==> src/rtl/hit_record_join_if.sv <==
// hit_record_join_if: stream bundle around the hit record join block.
// Upstream hit-point stream (with its sideband flags), upstream normal
// stream, and the downstream joined-record stream. The slave modport is the
// join block's view; the master modport is the view of whatever sits on the
// other side of all three streams.
interface hit_record_join_if #(
  parameter int SIZE = 32,
  parameter int ID_W = 16
);

  // Hit point {z,y,x} plus flags qualified by the hit-point valid
  logic [3*SIZE-1:0] hit_point_axis_tdata;
  logic              hit_point_axis_tvalid;
  logic              hit_point_axis_tready;
  logic              invalid_cylinder_hit;
  logic              red;

  // Unnormalised normal {z,y,x}
  logic [3*SIZE-1:0] normal_axis_tdata;
  logic              normal_axis_tvalid;
  logic              normal_axis_tready;

  // Joined record {red, invalid, normal, hit_point} tagged with the ray index
  logic [6*SIZE+1:0] rec_axis_tdata;
  logic [ID_W-1:0]   rec_axis_tuser;
  logic              rec_axis_tvalid;
  logic              rec_axis_tready;

  modport master (
    output hit_point_axis_tdata,
    output hit_point_axis_tvalid,
    output invalid_cylinder_hit,
    output red,
    output normal_axis_tdata,
    output normal_axis_tvalid,
    output rec_axis_tready,
    input  hit_point_axis_tready,
    input  normal_axis_tready,
    input  rec_axis_tdata,
    input  rec_axis_tuser,
    input  rec_axis_tvalid
  );

  modport slave (
    input  hit_point_axis_tdata,
    input  hit_point_axis_tvalid,
    input  invalid_cylinder_hit,
    input  red,
    input  normal_axis_tdata,
    input  normal_axis_tvalid,
    input  rec_axis_tready,
    output hit_point_axis_tready,
    output normal_axis_tready,
    output rec_axis_tdata,
    output rec_axis_tuser,
    output rec_axis_tvalid
  );

endinterface

==> src/rtl/hit_record_join.sv <==
// hit_record_join: re-aligns the independent hit-point and normal streams
// coming out of the hit-point/normal stage into one record per ray. Each
// stream lands in its own holding register; when both are occupied the pair
// is joined, stamped with a wrapping ray index and pushed into a
// first-word-fall-through record FIFO (or discarded when DROP_INVALID is set
// and the hit is flagged invalid; a dropped ray still consumes its index).
//
// Optional build macro HIT_RECORD_JOIN_STATS_EN adds stat_joined,
// stat_dropped (both saturating 32-bit counters) and stat_max_occ (peak FIFO
// occupancy). Without it those ports and registers do not exist and the
// datapath is unchanged.
module hit_record_join #(
  parameter int SIZE         = 32,
  parameter int DEPTH        = 4,
  parameter int ID_W         = 16,
  parameter int DROP_INVALID = 0
) (
  input  logic                   aclk,
  input  logic                   areset,
  hit_record_join_if.slave       axis
`ifdef HIT_RECORD_JOIN_STATS_EN
  ,
  output logic [31:0]            stat_joined,
  output logic [31:0]            stat_dropped,
  output logic [$clog2(DEPTH):0] stat_max_occ
`endif
);

  localparam int VEC_W = 3 * SIZE;
  localparam int REC_W = 6 * SIZE + 2;
  localparam int PTR_W = $clog2(DEPTH);
  localparam int CNT_W = PTR_W + 1;

  localparam logic [CNT_W-1:0] FULL_CNT = CNT_W'(DEPTH);
  localparam logic [CNT_W-1:0] CNT_ONE  = CNT_W'(1);
  localparam logic [PTR_W-1:0] PTR_ONE  = PTR_W'(1);
  localparam logic [ID_W-1:0]  IDX_ONE  = ID_W'(1);

`ifdef HIT_RECORD_JOIN_STATS_EN
  // Saturating increment for the 32-bit statistics counters
  function automatic logic [31:0] sat_inc32(input logic [31:0] v);
    sat_inc32 = (v == 32'hFFFF_FFFF) ? v : v + 32'd1;
  endfunction
`endif

  // Holding registers: one slot per upstream stream, each with a full bit
  logic             hp_full_p0;
  logic             n_full_p0;
  logic [VEC_W-1:0] hp_data_p0;
  logic             hp_inv_p0;
  logic             hp_red_p0;
  logic [VEC_W-1:0] n_data_p0;

  // Record FIFO storage and control
  logic [REC_W-1:0] rec_mem [DEPTH];
  logic [ID_W-1:0]  tag_mem [DEPTH];
  logic [PTR_W-1:0] wr_ptr;
  logic [PTR_W-1:0] rd_ptr;
  logic [CNT_W-1:0] count;
  logic [CNT_W-1:0] count_nxt;
  logic [ID_W-1:0]  ray_idx;

  // Handshake / join decisions
  logic rec_vld;
  logic fifo_full;
  logic pop;
  logic drop;
  logic join_fire;
  logic push;
  logic hp_ready;
  logic n_ready;
  logic hp_load;
  logic n_load;

  // Join decision: a joined pair can always leave the holding registers when
  // it is being dropped, when the FIFO has room, or when the FIFO is full but
  // the head is leaving on this same edge.
  always_comb begin
    rec_vld   = (count != '0);
    fifo_full = (count == FULL_CNT);
    pop       = rec_vld && axis.rec_axis_tready;
    drop      = (DROP_INVALID != 0) && hp_inv_p0;
    join_fire = hp_full_p0 && n_full_p0 && (drop || !fifo_full || pop);
    push      = join_fire && !drop;
    hp_ready  = !hp_full_p0 || join_fire;
    n_ready   = !n_full_p0 || join_fire;
    hp_load   = axis.hit_point_axis_tvalid && hp_ready;
    n_load    = axis.normal_axis_tvalid && n_ready;
  end

  // Next FIFO occupancy; a simultaneous push and pop leaves it unchanged
  always_comb begin
    count_nxt = count;
    if (push && !pop) begin
      count_nxt = count + CNT_ONE;
    end else if (!push && pop) begin
      count_nxt = count - CNT_ONE;
    end
  end

  assign axis.hit_point_axis_tready = hp_ready;
  assign axis.normal_axis_tready    = n_ready;

  // Head of the FIFO drives the output directly; zeros while empty
  assign axis.rec_axis_tvalid = rec_vld;
  assign axis.rec_axis_tdata  = rec_vld ? rec_mem[rd_ptr] : '0;
  assign axis.rec_axis_tuser  = rec_vld ? tag_mem[rd_ptr] : '0;

  // ---- stage p0: upstream handshake into the holding registers ----

  // Holding register occupancy: set on load, cleared on join (load wins so a
  // new beat can refill the slot on the same edge it is joined)
  always_ff @(posedge aclk or posedge areset) begin
    if (areset) begin
      hp_full_p0 <= 1'b0;
      n_full_p0  <= 1'b0;
    end else begin
      if (hp_load) begin
        hp_full_p0 <= 1'b1;
      end else if (join_fire) begin
        hp_full_p0 <= 1'b0;
      end
      if (n_load) begin
        n_full_p0 <= 1'b1;
      end else if (join_fire) begin
        n_full_p0 <= 1'b0;
      end
    end
  end

  // Holding register payloads; sideband is captured only with the hit point
  always_ff @(posedge aclk) begin
    if (hp_load) begin
      hp_data_p0 <= axis.hit_point_axis_tdata;
      hp_inv_p0  <= axis.invalid_cylinder_hit;
      hp_red_p0  <= axis.red;
    end
    if (n_load) begin
      n_data_p0 <= axis.normal_axis_tdata;
    end
  end

  // ---- stage p1: joined record into the FIFO ----

  // FIFO entry write for non-dropped joins
  always_ff @(posedge aclk) begin
    if (push) begin
      rec_mem[wr_ptr] <= {hp_red_p0, hp_inv_p0, n_data_p0, hp_data_p0};
      tag_mem[wr_ptr] <= ray_idx;
    end
  end

  // FIFO pointers, occupancy and the ray index (every join consumes an index)
  always_ff @(posedge aclk or posedge areset) begin
    if (areset) begin
      wr_ptr  <= '0;
      rd_ptr  <= '0;
      count   <= '0;
      ray_idx <= '0;
    end else begin
      if (push) begin
        wr_ptr <= wr_ptr + PTR_ONE;
      end
      if (pop) begin
        rd_ptr <= rd_ptr + PTR_ONE;
      end
      count <= count_nxt;
      if (join_fire) begin
        ray_idx <= ray_idx + IDX_ONE;
      end
    end
  end

`ifdef HIT_RECORD_JOIN_STATS_EN
  // Statistics: join/drop counters and peak FIFO occupancy
  always_ff @(posedge aclk or posedge areset) begin
    if (areset) begin
      stat_joined  <= '0;
      stat_dropped <= '0;
      stat_max_occ <= '0;
    end else begin
      if (join_fire) begin
        stat_joined <= sat_inc32(stat_joined);
      end
      if (join_fire && drop) begin
        stat_dropped <= sat_inc32(stat_dropped);
      end
      if (count_nxt > stat_max_occ) begin
        stat_max_occ <= count_nxt;
      end
    end
  end
`endif

endmodule

==> src/flat_wrapper.sv <==
// flat-port wrapper written by rule: the top's interface ports become plain ports
module hit_record_join_flat 
#(
  parameter int SIZE         = 32,
  parameter int DEPTH        = 4,
  parameter int ID_W         = 16,
  parameter int DROP_INVALID = 0
)
  (aclk, areset, axis_hit_point_axis_tdata, axis_hit_point_axis_tvalid, axis_invalid_cylinder_hit, axis_red, axis_normal_axis_tdata, axis_normal_axis_tvalid, axis_rec_axis_tready, axis_hit_point_axis_tready, axis_normal_axis_tready, axis_rec_axis_tdata, axis_rec_axis_tuser, axis_rec_axis_tvalid);
  hit_record_join_if #(.SIZE(SIZE), .ID_W(ID_W)) axis_i ();
  input  logic aclk;
  input  logic areset;
  input wire logic [$bits(axis_i.hit_point_axis_tdata)-1:0] axis_hit_point_axis_tdata;
  input wire logic [$bits(axis_i.hit_point_axis_tvalid)-1:0] axis_hit_point_axis_tvalid;
  input wire logic [$bits(axis_i.invalid_cylinder_hit)-1:0] axis_invalid_cylinder_hit;
  input wire logic [$bits(axis_i.red)-1:0] axis_red;
  input wire logic [$bits(axis_i.normal_axis_tdata)-1:0] axis_normal_axis_tdata;
  input wire logic [$bits(axis_i.normal_axis_tvalid)-1:0] axis_normal_axis_tvalid;
  input wire logic [$bits(axis_i.rec_axis_tready)-1:0] axis_rec_axis_tready;
  output wire logic [$bits(axis_i.hit_point_axis_tready)-1:0] axis_hit_point_axis_tready;
  output wire logic [$bits(axis_i.normal_axis_tready)-1:0] axis_normal_axis_tready;
  output wire logic [$bits(axis_i.rec_axis_tdata)-1:0] axis_rec_axis_tdata;
  output wire logic [$bits(axis_i.rec_axis_tuser)-1:0] axis_rec_axis_tuser;
  output wire logic [$bits(axis_i.rec_axis_tvalid)-1:0] axis_rec_axis_tvalid;
  assign axis_i.hit_point_axis_tdata = axis_hit_point_axis_tdata;
  assign axis_i.hit_point_axis_tvalid = axis_hit_point_axis_tvalid;
  assign axis_i.invalid_cylinder_hit = axis_invalid_cylinder_hit;
  assign axis_i.red = axis_red;
  assign axis_i.normal_axis_tdata = axis_normal_axis_tdata;
  assign axis_i.normal_axis_tvalid = axis_normal_axis_tvalid;
  assign axis_i.rec_axis_tready = axis_rec_axis_tready;
  assign axis_hit_point_axis_tready = axis_i.hit_point_axis_tready;
  assign axis_normal_axis_tready = axis_i.normal_axis_tready;
  assign axis_rec_axis_tdata = axis_i.rec_axis_tdata;
  assign axis_rec_axis_tuser = axis_i.rec_axis_tuser;
  assign axis_rec_axis_tvalid = axis_i.rec_axis_tvalid;
  hit_record_join #(.SIZE(SIZE), .DEPTH(DEPTH), .ID_W(ID_W), .DROP_INVALID(DROP_INVALID)) u_core (.aclk(aclk), .areset(areset), .axis(axis_i));
endmodule
==> config.mk <==
export PLATFORM = sky130hd
export DESIGN_NAME = hit_record_join_flat
export DESIGN_NICKNAME = d
export VERILOG_FILES = /design/src/rtl/hit_record_join_if.sv /design/src/rtl/hit_record_join.sv /design/src/flat_wrapper.sv
export SDC_FILE = /design/constraint.sdc
export NUM_CORES = 1
export LEC_CHECK = 0
export ABC_AREA = 1
export CORE_AREA = 5 5 320 290
export DETAILED_ROUTE_END_ITERATION = 7
export DIE_AREA = 0 0 325 295
export PLACE_DENSITY = 0.66
export SYNTH_ARGS = -nofsm -noshare
export SYNTH_HDL_FRONTEND = slang
export SYNTH_SLANG_ARGS = --single-unit
==> constraint.sdc <==
create_clock -name aclk -period 23.1 [get_ports aclk]
set_clock_uncertainty 0.05 [all_clocks]
set_input_delay 6.93 -clock aclk [delete_from_list [all_inputs] [get_ports aclk]]
set_output_delay 6.93 -clock aclk [all_outputs]
set_load 0.1 [all_outputs]
==> flow_summary_export.csv, run 1 <==
group,metric,value,unit
logic_synthesis,synthCells,2835,
global_routing,antenna_found_initial,13,
global_routing,grt_start_max_net_pins,266,
clock_tree,post_cts_buffers,0,
logic_synthesis,avgSynthCellArea,14.0,µm²
outcome,status,"complete, no violations",
logic_synthesis,yosys_warnings,0,
finish,num-nets-final,3425,
logic_synthesis,ys_seq_area_share,79.8,%
critical_path,path_class,"input pin to output pin",
placement,io_buffers,411,
logic_synthesis,async_reset_ff_share,2.36,%
logic_synthesis,yosys-top-cells-area,"edfxtp_1 78%, nor2_1 8.2%, o21ai_0 4.5%",
clock_tree,cts_tree,"built",
global_routing,grt_pass1_vias,22717,
placement,dp_hpwl,48700,µm
critical_path,path_cells,"clkdlybuf4s50_1 > nor2_1 > nand2_1 > nand2_1 > buf_4 > nand2_1 > clkdlybuf4s50_1",
critical_path,cp_slowest_cell,"clkdlybuf4s50_1",
critical_path,rr_worst_depth,8,
hold_path,worstHoldStart,"u_core.hp_data_p0[30]",
critical_path,cp-end-kind,"output pin",
route,drc,0,
logic_synthesis,ys.flop_type,"edfxtp_1",
clock_tree,cts_made_buffers,106,
sta,finalSetupViolCount,0,
global_routing,globalRouteOverflowTotal,0,
route,firstDrtPassIters,5,
critical_path,crit_path_frequent_cell,"nand2_1",
route,vias,23066,
critical_path,worstPathArrival,9180,ps
sta,finalSetupTns,0,ps
logic_synthesis,synth.most_common_cell,"edfxtp_1",
floorplanning,die_width,325,µm
finish,area_growth_syn_to_layout,21.2,%
route,wl_per_cell,20.1,µm
route,ant_nets,0,
critical_path,crit-reg2reg-capture,"u_core.rec_mem[3][43]",
floorplanning,core_area,0.0890,mm²
sta,timing.fmax,0.0619,GHz
logic_synthesis,synth.largest_area_cell,"edfxtp_1",
sta,fin_crit_sh,70.0,%
route,totalWireLength,90400,µm
critical_path,r2r-start,"u_core.count[2]",
floorplanning,io_pins,412,
hold_path,hold_depth,0,
global_routing,grt_pass1_wl,135000,µm
sta,fin_crit,16160,ps
critical_path,cp_max_fo,20,
critical_path,required,16120,ps
logic_synthesis,netlist_top_cells_count,"1034 x edfxtp_1, 864 x nor2_1, 356 x o21ai_0",
clock_tree,cts_max_level,3,
logic_synthesis,synth_seq_cells,1059,
route,vias_per_cell,5.14,
sta,drv_slew,0,
clock_tree,clkSlewWorstSetupHoldPaths,60,ps
hold_path,hold_end,"u_core.rec_mem[3][30]",
floorplanning,die_height,295,µm
clock_tree,holdBufCountCts,0,
clock_tree,clk_latency,680,ps
clock_tree,cts_root_buffer,"clkbuf_16",
logic_synthesis,ys_types,23,
logic_synthesis,synth_edf_count,1034,
flow_run,cap_violations,0,
logic_synthesis,netlist_area,0.0397,mm²
route,first_iter_violations,1952,
logic_synthesis,synth_top_area_share,78.2,%
sta,final_hold_viol_count,0,
clock_tree,cts_max_path_buffers,3,
floorplanning,die_area,0.0959,mm²
hold_path,hp-class,"flop to flop",
critical_path,crit_path_start_kind,"input pin",
sta,worst_pin_slew,1160,ps
clock_tree,cts.sinks,1059,
floorplanning,core.rowCount,104,
sta,layout_setup_ws,6940,ps
finish,num-fill-cells,7104,
critical_path,critPathMaxStageDelay,1140,ps
global_routing,grt_util_all_layers,18.2,%
finish,drive_above_1_share,6.08,%
placement,pre_cts_slack,6920,ps
placement,gp_congestion,0.729,
critical_path,r2r_slack,19390,ps
sta,rsz0062_at_grt,"false",
logic_synthesis,syn-num-nets,3041,
clock_tree,postCtsResizedCells,0,
floorplanning,start_util,44.6,%
sta,slew_headroom,22.7,%
-- sequential cells by signal, indices dropped and copies added, names as in the netlist --
register	cells
u_core.count	3
u_core.tag_mem	64
u_core.ray_idx	16
u_core.hp_inv_p0	1
u_core.hp_data_p0	96
u_core.hp_red_p0	1
u_core.n_full_p0	1
u_core.n_data_p0	96
u_core.hp_full_p0	1
u_core.wr_ptr	2
u_core.rd_ptr	2
u_core.rec_mem	776
-- per-layer routing --
layer	vias to the layer above	share of wire, %	global-route usage (%)
met3	120	7.9	4.30
met5	-	0.055	0
met1	11283	42	24.8
met4	8	2.2	5.55
li1	10921	-	-
met2	734	48	29.8
-- final cells by class --
class	instances	area [µm²]	area share [%]
Antenna cell	10	25.0	0.0520
Clock buffer	123	2740	5.69
Tap cell	1166	1460	3.03
Sequential cell	1059	31700	65.9
Clock inverter	74	727	1.51
Inverter	24	115	0.239
Multi-Input combinational cell	1586	6970	14.5
Timing Repair Buffer	442	4370	9.09
-- worst max path at each step --
stage | from | end | slack, ps | depth (start not counted)
floorplan | axis_rec_axis_tready | u_core.rec_mem[0][0] | 6160 | 6
global placement | axis_rec_axis_tready | axis_hit_point_axis_tready | 6890 | 7
detailed placement | axis_rec_axis_tready | axis_hit_point_axis_tready | 6920 | 7
CTS | axis_rec_axis_tready | axis_hit_point_axis_tready | 6920 | 7
global route | axis_rec_axis_tready | axis_hit_point_axis_tready | 6870 | 7
finish | axis_rec_axis_tready | axis_hit_point_axis_tready | 6940 | 7
-- per-stage QoR --
step	utilization, %	cells	instance area (µm²)	hold slack, ps
6_report	54.0	4484	48100	413
4_1_cts	54.0	4474	48100	422
3_3_place_gp	50.1	4277	44600	421
3_5_place_dp	50.1	4277	44600	426
5_1_grt	54.0	4478	48100	430
2_1_floorplan	-	2835	39700	409
-- critical path, delay by kind of cell --
kind,cells,cell delay [ps]
buffers and inverters,3,1920
AND/OR/NAND/NOR,4,320
-- cells in the final DEF (no fill, tap or decap), types with 16 or more instances in the layout --
cell type and n:
edfxtp_1 1034, buf_4 29, clkbuf_1 16, clkdlybuf4s50_1 411, o21ai_0 356, o21ai_1 66, clkinv_2 26, clkbuf_16 107
clkinv_1 23, inv_1 21, nor2_1 860, a21oi_1 212, nand2_1 51, dfrtp_1 23
-- cells by family after synthesis --
kind of cell               synth area share [%]
buffers and inverters                      2.76
adders and majority gates                 0.240
DFF                                        79.8
muxes                                    0.0284
and+or+nand+nor                            8.84
xor gates and xnor gates                  0.309
AOI/OAI and AO/OA                          8.02
Power of run 1 is left out: the tool's default activity adds up to more than one toggle a clock period on the data nets, which glitch-free logic cannot reach.
==> run 2, diff against run 1 <==
==> constraint.sdc (replaced) <==
create_clock -name aclk -period 15.65 [get_ports aclk]
set_clock_uncertainty 0.05 [all_clocks]
set_input_delay 4.695 -clock aclk [delete_from_list [all_inputs] [get_ports aclk]]
set_output_delay 4.695 -clock aclk [all_outputs]
set_load 0.1 [all_outputs]
==> run 2 against run 1 <==
Effect of this change:
- sequential cell count unchanged
- cell count fell by 0.13%
- utilization decreased by 0.065 points
- first-iteration DRC count increased by 6.8%
- wire length fell by 1.2%
- sequential share of layout area up 0.079 points
- hold slack improved by 11 ps
- register-to-register slack lost 7500 ps
- die area unchanged
- critical endpoint is now axis_normal_axis_tready
==> flow_summary_export.csv, run 2 (synthesis results as in run 1) <==
group,metric,value,unit
outcome,status,"complete, no violations",
finish,regMostFlops,"u_core.rec_mem",
global_routing,grt_start_max_net_pins,222,
global_routing,grt_pass1_wl,134000,µm
clock_tree,holdBufCountCts,0,
floorplanning,core_area,0.0890,mm²
floorplanning,die_height,295,µm
clock_tree,cts_max_level,3,
clock_tree,cts_max_path_buffers,3,
sta,fin_crit,11690,ps
clock_tree,postCtsResizedCells,0,
sta,fin_crit_sh,74.7,%
global_routing,antenna_found_initial,18,
route,totalWireLength,89200,µm
critical_path,required,10910,ps
sta,timing.fmax,0.0855,GHz
floorplanning,core.rowCount,104,
clock_tree,cts.sinks,1059,
floorplanning,die_width,325,µm
finish,top_regs,"u_core.rec_mem x776, u_core.hp_data_p0 x96, u_core.n_data_p0 x96",
route,vias_per_cell,5.16,
global_routing,grt_util_met1,25.1,%
sta,worst_pin_slew,1150,ps
sta,drv_slew,0,
floorplanning,die_area,0.0959,mm²
clock_tree,post_cts_buffers,0,
global_routing,busiest_layer,"met2",
placement,io_buffers,411,
sta,finalSetupViolCount,0,
route,firstDrtPassIters,5,
finish,seq_area,0.0317,mm²
route,drc,0,
route,vias,23128,
finish,largest_register_ffs,776,
sta,layout_setup_ws,3960,ps
sta,slew_headroom,23.2,%
route,first_iter_violations,2085,
global_routing,globalRouteOverflowTotal,0,
sta,finalSetupTns,0,ps
sta,rsz0062_at_grt,"false",
finish,final_cell_mix,"1034 x edfxtp_1, 860 x nor2_1, 411 x clkdlybuf4s50_1",
floorplanning,io_pins,412,
critical_path,cp-end-kind,"output pin",
critical_path,worstPathArrival,6950,ps
finish,area_growth_syn_to_layout,21.0,%
floorplanning,start_util,44.6,%
sta,final_hold_viol_count,0,
finish,stdcell_count,4478,
global_routing,grt_pass1_vias,22105,
critical_path,crit_path_start_kind,"input pin",
placement,dp.cells,4278,
flow_run,cap_violations,0,
sta,timing.hold.ws,424,ps
route,ant_nets,0,
clock_tree,cts_root_buffer,"clkbuf_16",
finish,drive_above_1_share,5.85,%
clock_tree,clk_latency,670,ps
global_routing,met3_usage,4.31,%
critical_path,cp_max_fo,20,
clock_tree,cts_made_buffers,104,
clock_tree,cts_tree,"built",
route,wl_per_cell,19.9,µm
placement,gp_congestion,0.739,
finish,num-fill-cells,7143,
placement,pre_cts_slack,3960,ps
global_routing,met2_usage,28.6,%
finish,mostFrequentLayoutCell,"edfxtp_1",
clock_tree,clkSlewWorstSetupHoldPaths,60,ps
critical_path,path_class,"input pin to output pin",
global_routing,grt_util_all_layers,18.1,%
finish,num-nets-final,3424,
hold_path,hp-class,"flop to flop",
placement,dp_hpwl,48700,µm
finish,multi_input_area,0.00697,mm²
critical_path,r2r_slack,11890,ps
[run 2: final timing paths]
check | start | endpoint | cells past startpoint
min reg2reg | u_core.n_data_p0[32] | u_core.rec_mem[3][128] | 0
max | axis_rec_axis_tready | axis_normal_axis_tready | 7
min | u_core.n_data_p0[32] | u_core.rec_mem[3][128] | 0
max reg2reg | u_core.hp_full_p0 | u_core.rec_mem[2][97] | 8
max in group asynchronous | areset | u_core.rd_ptr[1] | 2
min in group asynchronous | areset | u_core.n_full_p0 | 2
[run 2: per-stage QoR]
| step | util, % | instance area, µm² |
|---|---|---|
| after floorplan | - | 39700 |
| after global placement | 50.1 | 44600 |
| after detailed placement | 50.1 | 44600 |
| after CTS | 53.9 | 48000 |
| after global routing | 54.0 | 48000 |
| final | 54.0 | 48000 |
[run 2: final cells by class]
class                           instances  area share [%]
Multi-Input combinational cell       1586            14.5
Antenna cell                           11          0.0573
Inverter                               24           0.240
Clock inverter                         67            1.51
Timing Repair Buffer                  443            9.12
Tap cell                             1166            3.04
Clock buffer                          122            5.56
Sequential cell                      1059            66.0
[run 2: critical path: stages]
cell and delay (ps):
clkdlybuf4s50_1 560, nor2_1 70, nand2_1 70, nand2_1 60, buf_4 230, nand2_1 110
clkdlybuf4s50_1 1140
[run 2: routing by layer]
layer / vias up / wire [µm]
met5: - / 48
met4: 10 / 2510
met3: 156 / 7360
met2: 815 / 41800
met1: 11217 / 37600
li1: 10930 / -
Power of run 2 is left out for the same reason.
